### src/rtl/sccb_arb_pkg.sv
// Shared types and constants for the SCCB command arbiter.
package sccb_arb_pkg;
  typedef enum logic [1:0] {
    ST_IDLE = 2'd0,
    ST_WAIT = 2'd1,
    ST_RESP = 2'd2
  } arb_state_e;

  localparam int SCCB_AW             = 8;
  localparam int SCCB_DW             = 8;
  localparam int TIMEOUT_CYC_DEFAULT = 65535;
endpackage

### src/rtl/sccb_arbiter_rr_pick.sv
// Combinational round-robin picker: first requesting index after last_grant, wrapping.
module rr_pick #(
  parameter int NREQ = 3,
  parameter int IW   = 2
) (
  input  logic [NREQ-1:0] req,
  input  logic [IW-1:0]   last_grant,
  output logic [IW-1:0]   grant,
  output logic            any_req
);
  always_comb begin
    grant   = '0;
    any_req = 1'b0;
    for (int k = 1; k <= NREQ; k++) begin
      if (!any_req && req[(int'(last_grant) + k) % NREQ]) begin
        any_req = 1'b1;
        grant   = IW'((int'(last_grant) + k) % NREQ);
      end
    end
  end
endmodule

### src/rtl/sccb_arbiter.sv
// Round-robin arbiter sharing one sccb_ctrl engine among NREQ requesters (clk25 domain).
// Optional WAIT-state timeout is enabled by defining SCCB_ARB_TIMEOUT_EN.
module sccb_arbiter
  import sccb_arb_pkg::*;
#(
  parameter int NREQ        = 3,
  parameter int TIMEOUT_CYC = TIMEOUT_CYC_DEFAULT
) (
  input  logic                    clk25,
  input  logic                    RESETn,
  input  logic                    init_done,
  input  logic [NREQ-1:0]         req_valid,
  input  logic [NREQ-1:0]         req_wr,
  input  logic [NREQ*SCCB_AW-1:0] req_addr,
  input  logic [NREQ*SCCB_DW-1:0] req_wdata,
  output logic [NREQ-1:0]         req_ready,
  output logic [NREQ-1:0]         rsp_valid,
  output logic [SCCB_DW-1:0]      rsp_rdata,
  output logic                    rsp_err,
  output logic                    rreq,
  output logic                    wreq,
  output logic [SCCB_AW-1:0]      addr_rw,
  output logic [SCCB_DW-1:0]      data_com,
  input  logic                    com_done,
  input  logic [SCCB_DW-1:0]      data_read,
  output logic                    busy,
  output arb_state_e              state_dbg
);
  localparam int IW = (NREQ > 1) ? $clog2(NREQ) : 1;
  localparam logic [NREQ-1:0] ONE = NREQ'(1);

  // Handshake: req_valid is a level held stable until the one-cycle req_ready
  // pulse; rsp_valid is a one-cycle pulse with no backpressure.
  arb_state_e      state;
  logic [IW-1:0]   g;
  logic [IW-1:0]   last_grant;
  logic [IW-1:0]   pick_g;
  logic            pick_any;
  logic            cur_wr;
  logic            to_hit;

  assign state_dbg = state;

  rr_pick #(.NREQ(NREQ), .IW(IW)) u_pick (
    .req        (req_valid),
    .last_grant (last_grant),
    .grant      (pick_g),
    .any_req    (pick_any)
  );

`ifdef SCCB_ARB_TIMEOUT_EN
  logic [15:0] to_cnt;

  assign to_hit = (to_cnt == 16'(TIMEOUT_CYC - 1));

  // com_done in the expiry cycle wins, so the error flag is only set without it.
  always_ff @(posedge clk25 or negedge RESETn) begin
    if (!RESETn) begin
      to_cnt  <= '0;
      rsp_err <= 1'b0;
    end else begin
      if (state == ST_WAIT) to_cnt <= to_cnt + 16'd1;
      else                  to_cnt <= '0;
      if (state == ST_WAIT && (com_done || to_hit)) rsp_err <= !com_done;
      else if (state == ST_RESP)                    rsp_err <= 1'b0;
    end
  end
`else
  logic unused_timeout_cfg;

  assign unused_timeout_cfg = (TIMEOUT_CYC == 0);
  assign to_hit             = 1'b0;
  assign rsp_err            = 1'b0;
`endif

  always_ff @(posedge clk25 or negedge RESETn) begin
    if (!RESETn) begin
      state      <= ST_IDLE;
      g          <= '0;
      last_grant <= IW'(NREQ - 1);
      cur_wr     <= 1'b0;
      req_ready  <= '0;
      rsp_valid  <= '0;
      rsp_rdata  <= '0;
      rreq       <= 1'b0;
      wreq       <= 1'b0;
      addr_rw    <= '0;
      data_com   <= '0;
      busy       <= 1'b0;
    end else begin
      req_ready <= '0;
      rsp_valid <= '0;
      case (state)
        ST_IDLE: begin
          if (init_done && pick_any) begin
            g         <= pick_g;
            cur_wr    <= req_wr[pick_g];
            addr_rw   <= req_addr[pick_g*SCCB_AW +: SCCB_AW];
            data_com  <= req_wr[pick_g] ? req_wdata[pick_g*SCCB_DW +: SCCB_DW] : '0;
            wreq      <= req_wr[pick_g];
            rreq      <= !req_wr[pick_g];
            req_ready <= ONE << pick_g;
            busy      <= 1'b1;
            state     <= ST_WAIT;
          end
        end
        ST_WAIT: begin
          if (com_done || to_hit) begin
            rreq      <= 1'b0;
            wreq      <= 1'b0;
            rsp_valid <= ONE << g;
            rsp_rdata <= (com_done && !cur_wr) ? data_read : '0;
            state     <= ST_RESP;
          end
        end
        ST_RESP: begin
          last_grant <= g;
          busy       <= 1'b0;
          state      <= ST_IDLE;
        end
        default: state <= ST_IDLE;
      endcase
    end
  end
endmodule

### config.mk
export PLATFORM = sky130hd
export DESIGN_NAME = sccb_arbiter
export DESIGN_NICKNAME = d
export VERILOG_FILES = /design/src/rtl/sccb_arb_pkg.sv /design/src/rtl/sccb_arbiter_rr_pick.sv /design/src/rtl/sccb_arbiter.sv
export SDC_FILE = /design/constraint.sdc
export NUM_CORES = 1
export LEC_CHECK = 0
export ABC_AREA = 1
export BUFFER_PORTS_ARGS = -buffer_cell sky130_fd_sc_hd__buf_2
export CORE_ASPECT_RATIO = 0.9
export CORE_MARGIN = 2
export CORE_UTILIZATION = 52
export CTS_CLUSTER_SIZE = 40
export DETAILED_ROUTE_END_ITERATION = 10
export GPL_TIMING_DRIVEN = 0
export HOLD_SLACK_MARGIN = 0.03
export PLACE_DENSITY = 0.94
export RECOVER_POWER = 25
export SYNTH_ARGS = -nofsm -noshare
export SYNTH_HDL_FRONTEND = slang
export SYNTH_SLANG_ARGS = --single-unit
export TNS_END_PERCENT = 100
### constraint.sdc
create_clock -name clk25 -period 4.4 [get_ports clk25]
set_input_delay 0.88 -clock clk25 [delete_from_list [all_inputs] [get_ports clk25]]
set_output_delay 0.88 -clock clk25 [all_outputs]
set_load 0.03 [all_outputs]
# Yosys cells after proc, flatten, opt, wreduce, memory -nomap -nowiden
# Index checks and enable logic that the tools add are counted.
# classes
addsub,3
div,3
n_lt_le_gt_ge,4
n_eq_ne,4
shifts,4
muxes,33
reduce_logical,16
# ops
op,count
32-bit by 4-bit < comparator with 1-bit output (second input constant),3
32-bit by 3-bit remainder unit with 32-bit output (second input constant),3
24-bit by 6-bit indexed part select with 8-bit output,2
8-bit two-way mux,2
1-bit two-way mux,14
3-bit two-way mux,4
2-bit two-way mux,5
1-bit binary-select mux with 2-bit select,4
2-bit AND reduction,4
2-bit by 2-bit adder with 3-bit output (second input constant),2
1-bit case mux with 2 select lines,3
1-bit by 2-bit << shifter with 3-bit output (first input constant),2
1-bit logical AND,4
1-bit logical NOT,4
2-bit inequality test (second input constant),2
2-bit case mux with 2 select lines,1
2-bit nonzero test,2
2-bit by 1-bit adder with 3-bit output (second input constant),1
2-bit by 3-bit < comparator with 1-bit output (second input constant),1
3-bit AND reduction,1
2-bit by 1-bit equality test with 1-bit output (second input constant),1
2-bit equality test (second input constant),1
2-bit logical NOT,1
# word_totals
regBits,40
in_bits,66
output_inout_bits,36
wordCells,79

# Depth between registers and ports, before layout
# depth
ltp_word,17
ltp_mapped,16
depth_no_buf,15

# Modules after synthesis
# From an unflattened synthesis, not the netlist that was laid out.
# hier_totals
hier_cells,299
area_unflattened_um2,2174.6
# modules_own_cells
mod,n_inst,cells_per_inst,area_per_inst_um2,seq_area_each_um2
sccb_arbiter,1,257,1960.6,1002.2
rr_pick,1,42,214.0,0.0

# Worst setup path before layout
# OpenSTA, ideal clock, no wires.
# synth_path
path_type,input -> register
start,in req_valid[2]
end,reg data_com[5]
setup_time_ps,117
arrival_time_ps,1949
required_ps,4283
slack_ps,2335
stages,12
n_path_buf,1
path_cell_list,inv_1 o21ai_1 nand2_4 nand3_2 nand3_4 nand2_8 buf_8 nand2_1 nand3_1 nand2_1 nand3_2 nand2_1
# synth_between
elab_chain_len,13
# synth_rtl
item,line_no,rtl
start: declaration,sccb_arbiter.sv:12,"input logic [NREQ-1:0] req_valid,"
branches (longest 13 deep; another with 24-bit by 6-bit indexed part select with 8-bit output),-,
end signal: assignment,sccb_arbiter.sv:99,data_com <= req_wr[pick_g] ? req_wdata[pick_g*SCCB_DW +: SCCB_DW] : '0;
end: declaration,sccb_arbiter.sv:23,"output logic [SCCB_DW-1:0] data_com,"
# Parallel ways; which one is timed is not known. The select of a mux whose other input is x is not followed.
# A chain may end at the register's enable or synchronous reset.

==> impl_results.md <==
- RD Place Congestion: 0.846
- Internal Power: between 1 and 1.5 mW
- Syn_nets: 372
- Dpl ws: ~2000 ps
- I/O pin cnt: 102
- Maximum fanout along the worst path: 40
- Setup-failing EPs final: 0
- CTS Root Cell: clkbuf_8
- Final total negative setup slack: 0 ps
- TritonCTS clock tree: done
- Fin crit share: 0.544
- Initial DRC Count: 137
- Register area: 1000 µm²
- Post-synth EDFFs: 0
- Critical path class: primary input to async pin
- Register bit total from synthesis: 40
- Final core utilization: 0.695
- Max Slew Vio Count: 41
- Initial antenna violation count: 0
- Largest net degree at the start of global routing: 41
- Detail Placement HPWL: 4440 µm
- CP Launch Type: primary input
- Leak pwr: 1.74 nW
- CP delay by family, top: buffers and inverters
- ANT nets after route: 0
- Hold buffers post-CTS: 0
- Multi-input gate area: 1130 µm²
- Share of the synthesized area in the top cell type: 0.408
- DR vias: between 2000 and 2500
- Latest clock arrival within the worst-skew pair: 300 ps
- Min Tclk post-route: 2390 ps
- Die Y: 68.3 µm
- First-pass GRT wire length: 9740 µm
- Vias per inst: 5.01
- Post-placement cell area: a little under 3000 µm²
- Share of power burned in registers: 0.218
- Setup Buffers After CTS: 0
- Sw frac: 0.533
- Worst VDD drop: 502 µV
- Sink Count: 40
- Layout area overhead: 29.0%
- Grt total ovfl: 0
- Nets: 479
- Maximum root-to-sink buffer count: 2
- Syn Area/Cell: 7.91 µm²
- Post-synth top flop: dfrtp_1
- Layout fillers: 393
- CP max stage delay: ~1500 ps
- Clock power frac: 0.113
- Core area: between 4000 and 5000 µm²
- H-tree levels: 2
- Status: finished, violations left
- Count leader, synth: nand2_1
- Post-Route WL: approximately 6100 µm
- CP bufs+invs: 1
- Failing checks: max-capacitance violations, max-slew violations
- FMAX: around 420 MHz
- Crit path DAT: 2380 ps
- Post-Layout Inst Area: 3080 µm²
- Pwr Density: 900 nW/µm²
- Post-Syn Area: 2390 µm²
- Ys async rst share: 1.00
- Clock slew at reported path FFs: 90 ps
- Layout cells sized above 1: 0.371
- Relative slew margins: -0.407
- Worst Tran Pin Value: approximately 2100 ps
- Mapped Cells: 302
- Drt wl/cell: approximately 13 µm
- Synth top area cells: dfrtp_1 (41%), nand2_1 (14%), inv_1 (5.7%)
- DR DRC count: 0
- Psw: 1.48 mW
- CP max-delay cell: clkbuf_1
- Cell taking the most area after synthesis: dfrtp_1
- Min-Delay Path Depth: 1
- 1st-pass router iterations: 5
- Sequential area share after synthesis: 0.419
- Stages on the worst setup path: 1
- Diodes inserted: 0
- Final hold viol count: 0
- # port buffers: 100
- Synth unique cells: 32
- Row count: 23
- Starting density of the core: 0.539
- Max-cap violations: 1
- RSZ-0062 raised after global routing: no
- Post-cts resize count: 0
- TritonCTS Buffers: 5
- Kind of end point of the critical path: async pin
- Hold crit path type: register to register
- CP required: 4390 ps
- PnR worst setup slack: roughly 2000 ps
- Most frequent cells after synthesis: nand2_1 (88), dfrtp_1 (39), inv_1 (36)
- Die area: 5160 µm²
- Die Width: 75.5 µm
- Clk_skew: 6.80 ps
- Yosys warning count: 0
- GRT Overall Usage: 0.251
- Logic pwr share: 0.669
- Worst path cell trace: clkbuf_1
- Worst r2r path cells: 10
- Number of global-route vias before repair: 2204
## registers in the layout (all words and copies together) (netlist names)
signal / flops
rsp_valid: 3
state_dbg: 2
rreq: 1
data_com: 8
cur_wr: 1
req_ready: 3
rsp_rdata: 8
g: 2
busy: 1
addr_rw: 8
wreq: 1
last_grant: 2
## routing by layer
metal | wire, µm | part of all wire | up-vias | GRT usage
met3 | 419 | 0.068 | 12 | 0.0471
met2 | 3030 | 0.49 | 105 | 0.453
met1 | 2580 | 0.42 | 1079 | 0.301
met5 | 0 | 0 | - | 0
li1 | - | - | 1171 | -
met4 | 114 | 0.019 | 0 | 0.0789
## placed cells by master (no fill, tap or decap), drive strengths merged, types with 2 or more instances in the layout
| cell | instances |
|---|---|
| clkbuf | 8 |
| nor3 | 3 |
| dfrtp | 39 |
| buf | 108 |
| a21oi | 19 |
| nand3 | 43 |
| o211ai | 7 |
| nand2 | 98 |
| inv | 43 |
| ha | 4 |
| nor2 | 14 |
| clkinv | 2 |
| o21ai | 14 |
## cell type report
cell class / instances / share of cell area
buffer: 11 / 0.0280
clock buffer: 5 / 0.0223
clock inverter: 3 / 0.0150
inverter: 44 / 0.0548
multi-input combinational: 207 / 0.367
sequential: 40 / 0.325
tap: 62 / 0.0252
timing repair buffer: 100 / 0.162
## path summary, 6_finish.rpt
kind / start / to / slack [ps]
max: RESETn / addr_rw[0] / 2010
max reg2reg: last_grant[1] / g[0] / 2110
min: g[0] / rsp_valid[2] / 470
min in group asynchronous: RESETn / state_dbg[1] / 1190
min reg2reg: g[0] / rsp_valid[2] / 470
max in group clk25: last_grant[1] / g[0] / 2110
## through the flow
stage	total power [mW]	hold slack [ps]	std cells
3_3_place_gp	2.40	450	464
6_report	2.77	468	472
5_1_grt	2.98	490	472
3_5_place_dp	2.44	461	464
4_1_cts	2.77	466	472
2_1_floorplan	2.01	432	302
## power by group through the flow
stage	clock network, mW	registers (mW)	logic, mW
after global placement	0	0.605	1.80
after floorplan	0	0.857	1.16
final	0.312	0.604	1.86
after CTS	0.313	0.603	1.86
after detailed placement	0	0.609	1.83
after global routing	0.327	0.622	2.03
## cell families (layout without fill, tap and decap cells)
| logic type | count (synthesis) | in the layout | synth area share |
|---|---|---|---|
| simple gates | 160 | 160 | 0.351 |
| buf+inv | 55 | 163 | 0.107 |
| compound gates | 42 | 42 | 0.101 |
| flops | 40 | 40 | 0.419 |
| fa+ha+maj | 4 | 4 | 0.0209 |
| other cells | 1 | 1 | 0.00157 |
Note: power is estimated with default switching activity, not from simulation.
